File: src/rtl/cpu_instr_sequencer.sv
// rtl/cpu_instr_sequencer.sv - instruction buffer and timed sequencer feeding simple_cpu
// Optional single-step mode: define SEQ_SINGLE_STEP_EN to add the step input and STEP_WAIT state.
module cpu_instr_sequencer #(
    parameter int INSTR_WIDTH = 20,
    parameter int PC_BITS     = 4,
    parameter int CYC_ALU     = 3,
    parameter int CYC_STORE   = 3,
    parameter int CYC_LOAD    = 4
) (
    input  logic                   clk,
    input  logic                   rst,
`ifdef SEQ_SINGLE_STEP_EN
    input  logic                   step,
`endif
    input  logic                   prog_we,
    input  logic [PC_BITS-1:0]     prog_addr,
    input  logic [INSTR_WIDTH-1:0] prog_data,
    input  logic                   start,
    output logic [INSTR_WIDTH-1:0] instruction,
    output logic                   busy,
    output logic                   done,
    output logic [PC_BITS-1:0]     pc,
    output logic                   wr_err
);

    localparam int DEPTH   = 2 ** PC_BITS;
    localparam int CYC_MAX = (CYC_ALU > CYC_STORE)
                           ? ((CYC_ALU > CYC_LOAD) ? CYC_ALU : CYC_LOAD)
                           : ((CYC_STORE > CYC_LOAD) ? CYC_STORE : CYC_LOAD);
    localparam int CNT_W   = $clog2(CYC_MAX + 1);

    typedef enum logic [1:0] {
        S_IDLE,
        S_RUN,
        S_DONE
`ifdef SEQ_SINGLE_STEP_EN
        , S_STEP_WAIT
`endif
    } state_t;

    state_t                   state, state_n;
    logic [INSTR_WIDTH-1:0]   mem [DEPTH];
    logic [INSTR_WIDTH-1:0]   instr_n;
    logic [PC_BITS-1:0]       pc_n;
    logic [CNT_W-1:0]         cnt, cnt_n;
    logic                     busy_n, done_n, wr_err_n;

    logic [INSTR_WIDTH-1:0]   mem0_eff;
    logic [PC_BITS-1:0]       pc_inc;
    logic [INSTR_WIDTH-1:0]   next_word;
    logic                     at_last, next_halt;

    // Returns hold count minus one, so the counter reaches zero on the last held cycle.
    function automatic logic [CNT_W-1:0] hold_cnt(input logic [INSTR_WIDTH-1:0] w);
        case (w[INSTR_WIDTH-1 -: 2])
            2'b01:   hold_cnt = CNT_W'(CYC_ALU - 1);
            2'b10:   hold_cnt = CNT_W'(CYC_LOAD - 1);
            2'b11:   hold_cnt = CNT_W'(CYC_STORE - 1);
            default: hold_cnt = '0;
        endcase
    endfunction

    function automatic logic is_halt(input logic [INSTR_WIDTH-1:0] w);
        is_halt = (w[INSTR_WIDTH-1 -: 2] == 2'b00);
    endfunction

    // A write and a start in the same idle cycle: start sees the freshly written word 0.
    assign mem0_eff  = (prog_we && prog_addr == '0) ? prog_data : mem[0];
    assign pc_inc    = pc + PC_BITS'(1);
    assign next_word = mem[pc_inc];
    assign at_last   = (pc == PC_BITS'(DEPTH - 1));
    assign next_halt = is_halt(next_word);

    always_ff @(posedge clk) begin
        if (prog_we && state == S_IDLE) begin
            mem[prog_addr] <= prog_data;
        end
    end

    always_ff @(posedge clk) begin
        if (!rst) begin
            state       <= S_IDLE;
            instruction <= '0;
            pc          <= '0;
            cnt         <= '0;
            busy        <= 1'b0;
            done        <= 1'b0;
            wr_err      <= 1'b0;
        end else begin
            state       <= state_n;
            instruction <= instr_n;
            pc          <= pc_n;
            cnt         <= cnt_n;
            busy        <= busy_n;
            done        <= done_n;
            wr_err      <= wr_err_n;
        end
    end

    always_comb begin
        state_n  = state;
        instr_n  = instruction;
        pc_n     = pc;
        cnt_n    = cnt;
        wr_err_n = prog_we && (state != S_IDLE);
        case (state)
            S_IDLE: begin
                if (start) begin
                    if (!is_halt(mem0_eff)) begin
                        state_n = S_RUN;
                        pc_n    = '0;
                        instr_n = mem0_eff;
                        cnt_n   = hold_cnt(mem0_eff);
                    end else begin
                        state_n = S_DONE;
                        instr_n = '0;
                    end
                end
            end
            S_RUN: begin
                if (cnt != '0) begin
                    cnt_n = cnt - CNT_W'(1);
                end else if (at_last || next_halt) begin
                    state_n = S_DONE;
                    instr_n = '0;
                end else begin
`ifdef SEQ_SINGLE_STEP_EN
                    state_n = S_STEP_WAIT;
                    instr_n = '0;
`else
                    pc_n    = pc_inc;
                    instr_n = next_word;
                    cnt_n   = hold_cnt(next_word);
`endif
                end
            end
            S_DONE: begin
                state_n = S_IDLE;
                instr_n = '0;
            end
`ifdef SEQ_SINGLE_STEP_EN
            S_STEP_WAIT: begin
                if (step) begin
                    state_n = S_RUN;
                    pc_n    = pc_inc;
                    instr_n = next_word;
                    cnt_n   = hold_cnt(next_word);
                end
            end
`endif
            default: begin
                state_n = S_IDLE;
                instr_n = '0;
            end
        endcase
`ifdef SEQ_SINGLE_STEP_EN
        busy_n = (state_n == S_RUN) || (state_n == S_STEP_WAIT);
`else
        busy_n = (state_n == S_RUN);
`endif
        done_n = (state_n == S_DONE);
    end

endmodule

File: config.mk
export PLATFORM = sky130hd
export DESIGN_NAME = cpu_instr_sequencer
export DESIGN_NICKNAME = d
export VERILOG_FILES = /design/src/rtl/cpu_instr_sequencer.sv
export SDC_FILE = /design/constraint.sdc
export NUM_CORES = 1
export LEC_CHECK = 0
export BUFFER_PORTS_ARGS = -buffer_cell sky130_fd_sc_hd__buf_2
export CAP_MARGIN = 20
export CORE_MARGIN = 3
export CORE_UTILIZATION = 66
export DETAILED_ROUTE_END_ITERATION = 7
export PLACE_DENSITY = 0.81
export SETUP_SLACK_MARGIN = 0.02
export SYNTH_ARGS = -nofsm -noshare
export SYNTH_HDL_FRONTEND = slang
export SYNTH_SLANG_ARGS = --single-unit
File: constraint.sdc
create_clock -name clk -period 4.9 [get_ports clk]
set_input_delay 1.47 -clock clk [delete_from_list [all_inputs] [get_ports clk]]
set_output_delay 1.47 -clock clk [all_outputs]
set_load 0.005 [all_outputs]
== Word level (Yosys, flattened, before mapping) ==
Memories as Yosys holds them, arrays and structs flattened.
Index checks and enable logic that the tools add are counted.
Widths: inputs -> output; s select.

* Bits in registers: 32
* RAM bits: 320
* Bits of input ports: 28
* Output and inout port bits: 27
* Logic and storage cells: 66
* Memories kept: 1

{| class="wikitable"
|+ Memories
! name !! words !! bits a word !! read ports !! clocked after memory_dff !! write ports !! line !! RTL
|-
| mem || 16 || 20 || 2 || 0 || 1 || 42 || <nowiki>logic [INSTR_WIDTH-1:0] mem [DEPTH];</nowiki>
|}

* $add $sub $neg: 2
* Eq/ne operators: 15
* Mux-type cells: 25
* Reductions and logical operators: 16

{| class="wikitable"
|+ Operators with widths
! kind !! count
|-
| $mux 20 || 5
|-
| $pmux 20 s2 || 1
|-
| $mux 4 || 4
|-
| $mux 3 || 4
|-
| $pmux 2 s2 || 3
|-
| $eq 2x2->1 const B || 5
|-
| $eq 2x1->1 const B || 4
|-
| $mux 2 || 4
|-
| $ne 2x2->1 const B || 4
|-
| $pmux 4 s2 || 1
|-
| $logic_not 2->1 || 3
|-
| $pmux 3 s2 || 1
|-
| $reduce_and 5->1 || 1
|-
| $add 4x1->4 const B || 1
|-
| $eq 4x4->1 const B || 1
|-
| $logic_not 4->1 || 1
|-
| $reduce_and 4->1 || 1
|-
| $reduce_bool 2->1 || 2
|-
| $reduce_or 2->1 || 2
|-
| $logic_and 1x1->1 || 3
|-
| $ne 3x3->1 const B || 1
|-
| $reduce_bool 3->1 || 1
|-
| $sub 3x1->3 const B || 1
|-
| $mux 1 || 2
|-
| other kinds (2) || 2
|}

== Logic depth before layout (Yosys ltp) ==
* Word-level depth: 9
* Depth in mapped cells: 9
* Mapped depth without buffers: 8

== Least setup slack after synthesis ==
OpenSTA, ideal clock, no wires.

* Path kind: input -> register
* From: input port prog_addr[0]
* To: memory mem[2][0] (enable)
* Setup time: 422 ps
* Arrival time: 3,141 ps
* Data required time: 4,478 ps
* Path slack: 1,336 ps
* Stages: 3
* Buffers on the path: 0
* Cells stage by stage: inv_1 > nand4_1 > nor3_1

{| class="wikitable"
|+ RTL lines
! item !! line !! RTL
|-
| from (decl) || 16 || <nowiki>input logic [PC_BITS-1:0] prog_addr,</nowiki>
|-
| to (decl) || 42 ||
|}

No word-level cell before the write port.

== Worst setup path after layout ==
* From: register pc[0]
* To: register instruction[15]

* Word-level cells in the longest chain between the ends: 7
* Elaborated cells on any way between the ends: 8
* Classes of those cells: 1 x add/sub; 1 x eq/ne; 3 x mux; 2 x reduce/logical; 1 x memory

{| class="wikitable"
|+ RTL lines
! item !! line !! RTL
|-
| from (decl) || 22 || <nowiki>output logic [PC_BITS-1:0] pc,</nowiki>
|-
| from (signal assigned) || 92 || <nowiki>pc <= pc_n;</nowiki>
|-
| $add 4x1->4 || 69 || <nowiki>assign pc_inc = pc + PC_BITS'(1);</nowiki>
|-
| $mem_v2 16x20 || n/a ||
|-
| $logic_not 2->1 || 64 || <nowiki>is_halt = (w[INSTR_WIDTH-1 -: 2] == 2'b00);</nowiki>
|-
| $logic_or 1x1->1 || 123 || <nowiki>end else if (at_last || next_halt) begin</nowiki>
|-
| $mux 20 (*) || 123 ||
|-
| $mux 20 (*) || 121 || <nowiki>if (cnt != '0) begin</nowiki>
|-
| $pmux 20 s2 (*) || 106 || <nowiki>case (state)</nowiki>
|-
| to (signal assigned) || 91 || <nowiki>instruction <= instr_n;</nowiki>
|-
| to (decl) || 19 || <nowiki>output logic [INSTR_WIDTH-1:0] instruction,</nowiki>
|}

Mark *: on every way between the ends. The rest lies on a longest branch, timed or not. The select of a mux whose other input is x is not followed.
A chain may end at the register's enable or synchronous reset.

==> impl_metrics.ini <==
[final_layout]
drive_above_1_share = 0.2780
areaGrowthSynthToFinish_pct = 13.95
layout_commonest_cell = edfxtp_1
insertedDiodeCount = 0
fin_util = 0.7793
regArea_mm2 = 0.01025
nets = 854
final_cell_mix = edfxtp_1, mux4_2, nand2_1
multi_input_area_mm2 = 0.003715
n_fill_cell = 1107

[clocking]
cts_tree = built
cts-resized-gates = 0
path_clk_slew_ps = 70
clock_sinks = 352
htreeDepth = 2
cts_root_buffer = clkbuf_16
clockBufferDepth = 3
cts_setup_buffers = 0
cts_buffers = 36
insertion_delay_ps = 510
cts_hold_buffers = 0

[worst_setup_path]
r2r_end = instruction[15]
critPathKind = reg -> reg
r2r-start = pc[0]
worst_path_max_delay_cell = dfxtp_4
startpoint_type = flop
r2r_slack_ps = 1540
cp-end-kind = flop
arrival_ps = 3740
cp.required_ps = 5280
cp_cell_sequence = ha_4 > xor2_4 > buf_4 > mux4_2 > o221a_4 > and2_4 > a32o_1
rr_worst_depth = 7
path_max_fanout = 30
cp_slowest_stage_delay_ps = 690
startpoint = pc[0]

[synth]
syn_area_mm2 = 0.01406
syn_area_per_cell_um2 = 18.80
synth_seq_cells = 352
synth_warnings = 0
synth_nets = 779
synth_seq_area_share = 0.7290
netlist.area_leader.share = 0.6834
yosysUniqueCellTypes = 44
ys_top_cells_by_area = edfxtp_1, mux4_2, dfxtp_1
synth_top_area_cell = edfxtp_1
netlist_instances = 748

[timing]
fin_tns_setup_ps = 0
worst_pin_slew_ps = 948.6
setup_viol = 0
max_slew_margin = 0.3661
max_freq_mhz = 297.7
hold_viol_final = 0
rsz0062_at_grt = false
worst_slack_ps = 1541
period_needed_ps = 3359
layout_worst_path_cycle_share = 0.6856
worst_clock_skew_ps = 25.06
maxSlewViolCount = 0

[global_routing]
grt_overflow = 0
antenna_found_initial = 1
grt_start_max_net_pins = 42
grt_first_pass_wirelength_mm = 49.50
grt_pass1_vias = 8080
grt_use_total = 0.2869

[floorplanning]
die_width_um = 152.0
rows = 52
fp.coreArea_mm2 = 0.02056
start_util = 0.6839
dieArea_mm2 = 0.02309
io-pin-count = 55
die_h_um = 152.0

[routing]
first_pass_iters = 5
antenna_left = 0
wire_per_inst_um = 29.43
via_per_inst = 6.879
via_count = 7698
wl_mm = 32.93
post-route-drc-count = 0
drt-initial-drc-count = 914

[power]
power_density_mw_per_mm2 = 411.9
leakage_nw = 5.136
vdd_drop_max_uv = 292.4

[min_path]
min-delay-start = cnt[0]
hold_depth = 2
min_path_type = reg -> reg
hold-path-endpoint = cnt[0]

[outcome]
status = completed

[placed_design]
portBuffers = 54
hpwl_mm = 17.18
gp_congestion = 0.8935
pre_cts_ws_ps = 1223

[run]
drv_cap = 0
-- worst max-delay path by stage --
stage                            endpoint  slack, ps  depth (start not counted)
after floorplan                 mem[2][0]       1340                          3
after global placement             cnt[1]       1270                          8
after detailed placement           cnt[1]       1220                          8
after CTS                 instruction[15]       1540                          6
after global routing      instruction[15]       1370                          7
final                     instruction[15]       1540                          7
-- worst max-delay path: cells and delay by family, from the launching register on --
family | cells | cell delay [ps]
XOR/XNOR | 1 | 220
buffers and inverters | 1 | 480
flip-flops | 1 | 690
AO/OA/AOI/OAI | 2 | 620
AND/OR/NAND/NOR | 1 | 270
adder cells (fa/ha/maj) | 1 | 270
multiplexers | 1 | 660
-- sequential cells by signal, summed over array words and instances (netlist names) --
| register | cells |
|---|---|
| done | 1 |
| mem | 320 |
| instruction | 20 |
| state | 2 |
| cnt | 3 |
| busy | 1 |
| wr_err | 1 |
| pc | 4 |
-- layout make-up --
cell class / count / area share
Multi-Input combinational cell: 348 / 0.2318
Tap cell: 270 / 0.02108
Sequential cell: 352 / 0.6399
Timing Repair Buffer: 77 / 0.02858
Clock buffer: 51 / 0.06294
Inverter: 8 / 0.001874
Clock inverter: 13 / 0.01374
-- where the power goes --
part | total (mW) | switching, mW | leakage [nW] | internal (mW)
Combinational | 0.402 | 0.242 | 1.39 | 0.160
Sequential | 3.36 | 0.0347 | 3.15 | 3.33
Clock | 2.83 | 1.08 | 0.597 | 1.75
-- Yosys cell counts --
cell,number
xnor2_1,1
nor2_1,28
o211a_1,3
a211o_1,1
mux2i_1,55
o311ai_0,1
a31o_1,2
buf_2,9
a21boi_0,2
and3_1,2
dfxtp_1,32
nand3_1,13
and2_4,1
o21ai_0,19
o311ai_1,1
nand2b_1,6
o21ai_1,7
clkbuf_1,21
nand3b_1,2
a32o_1,18
mux2_2,1
a21oi_1,3
xor2_1,2
and3b_1,1
buf_6,3
inv_1,8
nor4b_1,1
a22oi_1,5
o31ai_1,1
nand2_1,63
ha_1,3
edfxtp_1,320
mux4_2,82
o2111ai_1,1
o31a_1,1
and2_1,3
o211ai_1,1
buf_1,7
a31oi_1,1
nor2b_1,5
o221a_4,1
nand4b_1,1
nand4_1,6
nor3_1,4
-- logic make-up (layout without fill, tap and decap cells) --
logic type                 after synthesis  in the layout  share of synthesized area
AOI/OAI and AO/OA                       68             68                    0.03631
xor gates and xnor gates                 3              3                   0.001869
adders and majority gates                3              3                   0.002670
buffers and inverters                   48            149                    0.01522
DFF                                    352            352                     0.7290
muxes                                  138            138                     0.1713
and+or+nand+nor                        136            136                    0.04369
-- stage by stage --
step                      area, um2  hold WS (ps)  cells  power, mW
after floorplan               14060         451.7    748      3.657
after global placement        14760         471.7   1053      3.789
after detailed placement      14780         478.3   1054      3.818
after CTS                     16010         506.5   1118      6.618
after global routing          16020         530.6   1119      6.764
final                         16020         507.4   1119      6.600
-- metal layers --
metal  up-vias  part of all wire  GRT usage
met4         2             0.043     0.1284
met1      3885              0.36     0.3754
met3       115             0.095    0.06030
met5         -           0.00039          0
met2       507              0.50     0.4740
li1       3189                 -          -
Note: power is estimated with default switching activity, not from simulation.
